### src/rtl/rx_pkg.sv
// Shared definitions for the serial frame receiver: frame geometry, CRC-8
// polynomial, receiver state encoding and the bit-serial CRC step.
package rx_pkg;

    localparam int PACKET_BITS  = 136;
    localparam int CRC_BITS     = 8;
    localparam int PAYLOAD_BITS = PACKET_BITS - CRC_BITS;

    localparam logic [CRC_BITS-1:0] CRC_POLY = 8'h07;

    localparam int PAYLOAD_MSB = PACKET_BITS - 1;
    localparam int PAYLOAD_LSB = CRC_BITS;
    localparam int CRC_MSB     = CRC_BITS - 1;
    localparam int CRC_LSB     = 0;

    typedef enum logic [1:0] {
        IDLE  = 2'd0,
        START = 2'd1,
        DATA  = 2'd2,
        STOP  = 2'd3
    } rx_state_e;

    // One MSB-first CRC-8 step: shift left, fold in the polynomial when the
    // outgoing bit differs from the incoming data bit.
    function automatic logic [CRC_BITS-1:0] crc8_step(input logic [CRC_BITS-1:0] crc,
                                                      input logic              b);
        logic fb;
        fb = crc[CRC_BITS-1] ^ b;
        return {crc[CRC_BITS-2:0], 1'b0} ^ (fb ? CRC_POLY : '0);
    endfunction

endpackage

### src/rtl/rx_crc8.sv
// Bit-serial CRC-8 engine (init 0, no reflection, no final XOR).
// clr has priority over en; usable by both receive and transmit paths.
module rx_crc8
    import rx_pkg::*;
(
    input  logic                clk,
    input  logic                rst_n,
    input  logic                clr,
    input  logic                en,
    input  logic                bit_in,
    output logic [CRC_BITS-1:0] crc
);

    logic [CRC_BITS-1:0] crc_q;
    logic [CRC_BITS-1:0] crc_d;

    always_comb begin
        crc_d = crc_q;
        if (clr) begin
            crc_d = '0;
        end else if (en) begin
            crc_d = crc8_step(crc_q, bit_in);
        end
    end

    always_ff @(posedge clk or negedge rst_n) begin
        if (!rst_n) begin
            crc_q <= '0;
        end else begin
            crc_q <= crc_d;
        end
    end

    assign crc = crc_q;

endmodule

### src/rtl/rx_receiver.sv
// Serial frame receiver: start bit, 136 data bits MSB first, stop bit, with
// CRC-8 check over the 128-bit payload. Optional error counter: RX_ERR_COUNT_EN.
module rx_receiver
    import rx_pkg::*;
#(
    parameter int BIT_CYCLES = 5208
)
(
    input  logic                   clk,
    input  logic                   rst_n,
    input  logic                   rx_line,
    output logic [PACKET_BITS-1:0] rx_packet,
    output logic                   rx_valid,
    output logic                   crc_ok,
    output logic                   frame_err,
    output logic                   rx_busy,
    output logic [15:0]            err_count
);

    localparam int              CNT_W    = $clog2(BIT_CYCLES);
    localparam logic [CNT_W-1:0] HALF_CNT = CNT_W'(BIT_CYCLES / 2);
    localparam logic [CNT_W-1:0] LAST_CNT = CNT_W'(BIT_CYCLES - 1);
    localparam logic [7:0]      LAST_IDX = 8'(PACKET_BITS - 1);
    localparam logic [7:0]      CRC_IDX  = 8'(PAYLOAD_BITS);

    logic       sync1_q;
    logic       sync2_q;
    logic       prev_q;
    logic [1:0] fill_q;
    logic       armed_q;
    logic       fall_edge;

    rx_state_e               state_q, state_d;
    logic [CNT_W-1:0]        cnt_q, cnt_d;
    logic [7:0]              idx_q, idx_d;
    logic [PACKET_BITS-1:0]  shift_q, shift_d;
    logic [PACKET_BITS-1:0]  rx_packet_q, rx_packet_d;
    logic                    crc_ok_q, crc_ok_d;
    logic                    frame_err_q, frame_err_d;
    logic                    rx_valid_q, rx_valid_d;
    logic                    crc_clr;
    logic                    crc_en;
    logic [CRC_BITS-1:0]     crc_val;

    // The arm flag only sets once a genuinely sampled high level has passed
    // the synchroniser, so a line held low through reset cannot start a frame.
    always_ff @(posedge clk or negedge rst_n) begin
        if (!rst_n) begin
            sync1_q <= 1'b1;
            sync2_q <= 1'b1;
            prev_q  <= 1'b1;
            fill_q  <= 2'b00;
            armed_q <= 1'b0;
        end else begin
            sync1_q <= rx_line;
            sync2_q <= sync1_q;
            prev_q  <= sync2_q;
            fill_q  <= {fill_q[0], 1'b1};
            armed_q <= armed_q | (fill_q[1] & sync2_q);
        end
    end

    assign fall_edge = armed_q & prev_q & ~sync2_q;

    always_comb begin
        state_d     = state_q;
        cnt_d       = cnt_q + CNT_W'(1);
        idx_d       = idx_q;
        shift_d     = shift_q;
        rx_packet_d = rx_packet_q;
        crc_ok_d    = crc_ok_q;
        frame_err_d = frame_err_q;
        rx_valid_d  = 1'b0;
        crc_clr     = 1'b0;
        crc_en      = 1'b0;

        unique case (state_q)
            IDLE: begin
                cnt_d = '0;
                if (fall_edge) begin
                    state_d = START;
                    crc_clr = 1'b1;
                end
            end
            START: begin
                if (cnt_q == HALF_CNT) begin
                    state_d = sync2_q ? IDLE : DATA;
                    cnt_d   = '0;
                    idx_d   = '0;
                end
            end
            DATA: begin
                if (cnt_q == LAST_CNT) begin
                    cnt_d   = '0;
                    shift_d = {shift_q[PACKET_BITS-2:0], sync2_q};
                    crc_en  = (idx_q < CRC_IDX);
                    idx_d   = idx_q + 8'd1;
                    if (idx_q == LAST_IDX) begin
                        state_d = STOP;
                    end
                end
            end
            STOP: begin
                if (cnt_q == LAST_CNT) begin
                    state_d     = IDLE;
                    cnt_d       = '0;
                    rx_packet_d = shift_q;
                    crc_ok_d    = (crc_val == shift_q[CRC_MSB:CRC_LSB]);
                    frame_err_d = ~sync2_q;
                    rx_valid_d  = 1'b1;
                end
            end
            default: begin
                state_d = IDLE;
            end
        endcase
    end

    always_ff @(posedge clk or negedge rst_n) begin
        if (!rst_n) begin
            state_q     <= IDLE;
            cnt_q       <= '0;
            idx_q       <= '0;
            shift_q     <= '0;
            rx_packet_q <= '0;
            crc_ok_q    <= 1'b0;
            frame_err_q <= 1'b0;
            rx_valid_q  <= 1'b0;
        end else begin
            state_q     <= state_d;
            cnt_q       <= cnt_d;
            idx_q       <= idx_d;
            shift_q     <= shift_d;
            rx_packet_q <= rx_packet_d;
            crc_ok_q    <= crc_ok_d;
            frame_err_q <= frame_err_d;
            rx_valid_q  <= rx_valid_d;
        end
    end

    rx_crc8 u_crc (
        .clk    (clk),
        .rst_n  (rst_n),
        .clr    (crc_clr),
        .en     (crc_en),
        .bit_in (sync2_q),
        .crc    (crc_val)
    );

`ifdef RX_ERR_COUNT_EN
    logic [15:0] err_count_q;

    // Counted alongside the status update so err_count is current during rx_valid.
    always_ff @(posedge clk or negedge rst_n) begin
        if (!rst_n) begin
            err_count_q <= '0;
        end else if (rx_valid_d && (!crc_ok_d || frame_err_d) && (err_count_q != 16'hFFFF)) begin
            err_count_q <= err_count_q + 16'd1;
        end
    end

    assign err_count = err_count_q;
`else
    assign err_count = 16'h0000;
`endif

    assign rx_packet = rx_packet_q;
    assign rx_valid  = rx_valid_q;
    assign crc_ok    = crc_ok_q;
    assign frame_err = frame_err_q;
    assign rx_busy   = (state_q != IDLE);

endmodule

### config.mk
export PLATFORM = sky130hd
export DESIGN_NAME = rx_receiver
export DESIGN_NICKNAME = d
export VERILOG_FILES = /design/src/rtl/rx_pkg.sv /design/src/rtl/rx_crc8.sv /design/src/rtl/rx_receiver.sv
export SDC_FILE = /design/constraint.sdc
export NUM_CORES = 1
export LEC_CHECK = 0
export CAP_MARGIN = 20
export CORE_UTILIZATION = 55
export CTS_CLUSTER_DIAMETER = 150
export DETAILED_ROUTE_END_ITERATION = 6
export PLACE_DENSITY_LB_ADDON = 0.3
export SKIP_CTS_REPAIR_TIMING = 1
export SLEW_MARGIN = 20
export SYNTH_ARGS = -nofsm -noshare
export SYNTH_HDL_FRONTEND = slang
export SYNTH_SLANG_ARGS = --single-unit
### constraint.sdc
create_clock -name clk -period 2.6 [get_ports clk]
set_input_delay 0.52 -clock clk [delete_from_list [all_inputs] [get_ports clk]]
set_output_delay 0.52 -clock clk [all_outputs]
set_load 0.02 [all_outputs]
Word-level counts from Yosys, hierarchy flattened
Cells that the tools add are included.
{"block": "op_classes", "add_sub_neg": 2, "n_lt_le_gt_ge": 1, "eq_ne": 12, "mux": 22, "bitwise": 7, "n_reduce_logical": 9}
{"cell": "$pmux W13 S3", "count": 1}
{"cell": "$mux W8", "count": 4}
{"cell": "$mux W13", "count": 2}
{"cell": "$pmux W8 S2", "count": 1}
{"cell": "$add A13 B1 Y13 const B", "count": 1}
{"cell": "$eq A13 B12 Y1 const B", "count": 1}
{"cell": "$eq A13 B13 Y1 const B", "count": 1}
{"cell": "$mux W2", "count": 6}
{"cell": "$ne A2 B2 Y1 const B", "count": 5}
{"cell": "$add A8 B1 Y8 const B", "count": 1}
{"cell": "$eq A8 B8 Y1", "count": 1}
{"cell": "$eq A8 B8 Y1 const B", "count": 1}
{"cell": "$lt A8 B8 Y1 const B", "count": 1}
{"cell": "$pmux W2 S4", "count": 1}
{"cell": "$xor A8 B8 Y8", "count": 1}
{"cell": "$mux W1", "count": 6}
{"cell": "$reduce_bool A2 Y1", "count": 3}
{"cell": "$reduce_and A5 Y1", "count": 1}
{"cell": "$eq A2 B2 Y1 const B", "count": 2}
{"cell": "$reduce_and A2 Y1", "count": 2}
{"cell": "$and A1 B1 Y1", "count": 3}
{"cell": "$mux W3", "count": 1}
{"cell": "$reduce_and A3 Y1", "count": 1}
{"cell": "$eq A2 B1 Y1 const B", "count": 1}
{"cell": "other kinds (5)", "count": 5}
{"block": "word_totals", "regBits": 312, "inputBits": 3, "output_inout_bits": 156, "wordCells": 67}

Longest topological paths before layout
{"block": "logic_depth", "word_depth": 5, "ltp_mapped": 8, "depth_no_buf": 6}

Modules after synthesis
From an unflattened synthesis, not the netlist that was laid out.
{"block": "unflattened", "hier_cells": 1364, "hier_area_um2": 12259.3}
{"module": "rx_receiver", "n_inst": 1, "cells_each": 1332, "area_per_inst_um2": 11886.4, "seq_area_each_um2": 7611.0}
{"module": "rx_crc8", "n_inst": 1, "cells_each": 32, "area_per_inst_um2": 372.9, "seq_area_each_um2": 200.2}

Least setup slack after synthesis
No wires, ideal clock.
{"block": "synth_timing", "path_kind": "register -> register", "start": "reg cnt_q[5]", "end": "reg rx_packet_q[100] (netlist: rx_packet[100])", "setup_time_ps": 117, "arrival_ps": 1899, "required_ps": 2483, "slack_ps": 584, "stages_incl_launch_ff": 9, "n_path_buf": 4, "synth_period_minus_slack_ps": 2016, "cell_sequence": "dfrtp_1 > clkbuf_1 > or3b_4 > or4_4 > buf_6 > buf_6 > buf_6 > nand2_1 > nand2_1"}
{"block": "synth_between", "elab_chain_cells": 2}
{"element": "start, declared", "line": "rx_receiver.sv:34", "rtl": "logic [CNT_W-1:0] cnt_q, cnt_d;"}
{"element": "start signal, assigned", "line": "rx_receiver.sv:131", "rtl": "cnt_q <= cnt_d;"}
{"element": "$eq A13 B13 Y1", "line": "rx_receiver.sv:104", "rtl": "if (cnt_q == LAST_CNT) begin"}
{"element": "$reduce_and A2 Y1 (no source line)"}
{"element": "end signal, assigned", "line": "rx_receiver.sv:134", "rtl": "rx_packet_q <= rx_packet_d;"}
{"element": "end, declared", "line": "rx_receiver.sv:37", "rtl": "logic [PACKET_BITS-1:0] rx_packet_q, rx_packet_d;"}
No other way between the ends.
A chain may end at the register's enable or synchronous reset.

==> impl.org <==
** Place
- During placement, the flow inserted port buffers numbering 142.
- Routability-driven placement finished with a final weighted congestion of 0.825.
- DPL Wire Length :: 15.6 mm

** Yosys
- Summing the areas of all compound-gate instances in the mapped netlist gives 1.82% of the synthesized area.
- Post-synthesis sequential element count :: 312
- The share of synthesized area in the top cell type comes to 62.6%.
- In this run, distinct cell masters in the synthesized netlist total 48.
- Syn. warnings :: 0
- Post-synth EDFFs :: 0
- The average instance in the mapped netlist occupies 9.04 µm².
- Share of flip-flops with an asynchronous set or reset :: 100%
- Adder-cell area share of the yosys netlist :: 0.304%
- Mapped cell area :: 12400 µm²
- Area share of and/or/nand/nor cells after synthesis :: 28.9%
- Post-synthesis mux area share :: 0.0912%
- Summed over all instances, the cell type with the most area after synthesis is dfrtp_1.
- The synthesized netlist devotes 1.56% of its cell area to XOR and XNOR gates.
- Yosys attributes the largest share of cell area to dfrtp_1, nand2_1, clkbuf_1.
- Largest family of logic cells by synthesized area :: simple AND/OR/NAND/NOR gates
- In the synthesized netlist, the number of instances is 1366.
- Predominant post-synthesis flop cell :: dfrtp_1
- Sequential cells were found to cover 63.2% of the synthesized design area.

** Clocking
- Sinks on Clock Net :: 312
- In this run the number of H-tree levels came out at 1.
- CTS placed an instance of clkbuf_16 at the clock tree root.
- TritonCTS buffer count :: 30
- TritonCTS built the clock tree.
- Clock latency reported for the late side of the worst-skew pair :: 550 ps
- The clock passes through at most 3 buffers.
- Clock transition at the registers of the reported paths :: 60 ps

** Run
- MaxCap Viol Count :: 0

** Floorplan
- Chip Height :: 152 µm
- Placeable core region :: 21900 µm²
- Die width :: 152 µm
- 159 I/O pins were placed.
- Starting utilization of the core area :: 56.4%
- After floorplanning, the core was divided into 54 placement rows.
- The die covers 23100 µm².

** Finish
- 0 antenna diodes ended up in the layout.
- Fraction of layout cells with a size suffix above 1 :: 5.54%
- Leading cell types in the layout, fill and taps excluded :: nand2_1, dfrtp_1, clkdlybuf4s50_1
- # fillers :: 1687
- At the end of the flow the core is filled with cells to 68.8%.
- NumNets Final :: 1498
- Syn-to-layout area delta :: 22.0%
- Most common cell after layout, fill and taps aside :: nand2_1

** Power and ir drop
- Cell internal power was estimated by the tool at 7.80 mW.
- In this run the power density over the cells is 656 nW/µm².
- Sequential cells burn 50.2% of the power.
- The worst-case IR drop observed on VDD is 596 µV.
- In this run, the combinational gates consume 3.4% of the power.
- Proportion of power drawn by the clock network :: 46.4%
- In this run the power spent charging and discharging nets is 2.09 mW.
- Net switching is 21.1% of the power.
- Static Leak :: 8.08 nW

** Timing
- Fin. max-slew vios :: 0
- Worst-margin pin slew :: 572 ps
- Clock skew on the completed layout was measured at 9.51 ps.
- Measured against its own limit, the worst slew margin works out to 61.9%.
- The final hold violation count is 0.
- Setup violations remaining at the end of the flow were counted as 0.
- Setup repair after global routing missed its margin :: false
- Static timing analysis puts the maximum clock frequency at 412 MHz.
- Setup total negative slack on the finished layout was measured at 0 ps.
- Period utilization :: 93.4%
- The smallest clock period supported by the final layout is computed as 2430 ps.

** Worst setup path
- FF-to-FF End :: rx_packet[44]
- Data on the critical path is required at its endpoint by 2080 ps.
- STA classifies the critical path startpoint as a flop.
- Maximum fanout count along the critical path :: 9
- The critical path is of the reg -> out type.
- In this run the register-to-register setup slack is 280 ps.
- STA classifies the critical path endpoint as an output pin.
- Worst R2R Path Depth :: 6
- Data arrival time of the worst path :: 1910 ps
- The startpoint identified for the worst register-to-register timing path is cnt_q[0].

** Detailed routing
- After detailed routing, the average wire length per cell comes to 14.1 µm.
- The detailed router placed 9193 vias in this run.
- Using the TritonRoute via totals, the vias-per-cell ratio works out to 5.12.
- First-pass iteration count of the detailed router :: 5
- For this block, the initial DRC count from the detailed router was 654.
- After detailed routing, the number of remaining DRC violations is 0.
- The detail route stage leaves a number of antenna-violating nets equal to 0.
- Routed Wire Length :: 25.4 mm

** Worst hold path
- The worst hold path passes through 0 cells.
- The path with the worst hold slack has its endpoint at fill_q[1].
- The worst hold path begins at fill_q[0].
- Kind of path behind the tightest hold check :: reg -> reg

** Global route
- Vias in the first global route :: 8901
- For this run, the total global-route usage over all layers was measured as 22.4%.
- Congestion Overflow GR :: 0
- Wire length of the first global-routing pass :: 43.3 mm
- Entering global routing, the biggest net connects 73 pins.
- Number of antenna violations at the first check in global routing :: 0

** Run status
- Result of the run :: finished clean
-- worst max-delay path, stage by stage, from the launching register on --
cell,delay (ps)
dfrtp_1,470
or2_2,350
clkdlybuf4s50_1,540
-- flip-flops by register name, indices dropped and copies added, names as in the netlist, named ones only --
| register | count |
|---|---|
| rx_packet | 136 |
| cnt_q | 13 |
| crc_ok | 1 |
| idx_q | 8 |
| shift_q | 136 |
| rx_valid | 1 |
| fill_q | 2 |
| sync1_q | 1 |
| armed_q | 1 |
| sync2_q | 1 |
| frame_err | 1 |
| u_crc.crc | 8 |
| state_q | 1 |
| prev_q | 1 |
-- through the flow --
| stage | power [mW] | instances | instance area [µm²] | worst slack (ps) | hold slack, ps |
|---|---|---|---|---|---|
| floorplan | 5.24 | 1381 | 12400 | 584 | 224 |
| global placement | 5.38 | 1739 | 14000 | 379 | 333 |
| detailed placement | 5.39 | 1739 | 14000 | 303 | 339 |
| CTS | 9.98 | 1795 | 15100 | 154 | -106 |
| global route | 10.2 | 1796 | 15100 | 102 | 369 |
| finish | 9.89 | 1796 | 15100 | 172 | 351 |
-- cell type report --
type                    count  area [µm²]  share of cell area [%]
flip-flops and latches    312        7810                    51.8
clock buffers              41         853                    5.66
multi-input cells         980        4100                    27.2
repair buffers            164        1730                    11.5
well taps                 280         350                    2.33
inverters                   4        15.0                  0.0996
clock inverters            15         203                    1.35
-- power by group through the flow --
stage	registers, mW	clock network [mW]	logic, mW
2_1_floorplan	5.03	0	0.205
3_3_place_gp	5.05	0	0.333
3_5_place_dp	5.05	0	0.338
4_1_cts	4.96	4.68	0.341
5_1_grt	4.97	4.87	0.388
6_report	4.97	4.59	0.331
-- cell families (layout without fill, tap and decap cells) --
family,Yosys count,in the layout
multiplexers,1,1
other,2,17
adder cells (fa/ha/maj),3,3
AND/OR/NAND/NOR,901,901
buffers and inverters,89,224
AO/OA/AOI/OAI,36,36
flip-flops,312,312
XOR/XNOR,22,22
-- cell usage after synthesis (2+ instances only) --
master / n
buf_1: 4
and4_1: 6
nand3_1: 16
a21oi_1: 14
nand2_1: 824
nor3b_1: 2
or4_1: 3
buf_4: 16
nor2b_1: 2
xor2_1: 10
nor3_1: 4
o31ai_1: 2
xnor2_1: 12
nor2_1: 16
inv_1: 3
dfstp_2: 3
nor4_1: 2
dfrtp_1: 309
o211ai_1: 2
nand4_1: 9
or3_1: 3
nand2b_1: 3
buf_6: 11
ha_1: 3
nand4b_1: 3
buf_2: 20
conb_1: 2
o21ai_0: 9
clkbuf_1: 34
-- layer usage --
layer,wire length [µm],up-vias,part of all wire [%],global-route usage (%)
met5,0,-,0,0
li1,-,4443,-,-
met1,11400,4475,45,31.0
met3,1120,50,4.4,2.85
met2,12300,225,48,36.9
met4,616,0,2.4,7.43
-- worst max-delay path by stage --
stage / slack, ps / end
after floorplan: 580 / rx_packet[100]
after global placement: 380 / rx_packet[121]
after detailed placement: 300 / rx_packet[44]
after CTS: 150 / rx_busy
after global routing: 100 / rx_busy
final: 170 / rx_busy
Note: power is estimated with default switching activity, not from simulation.
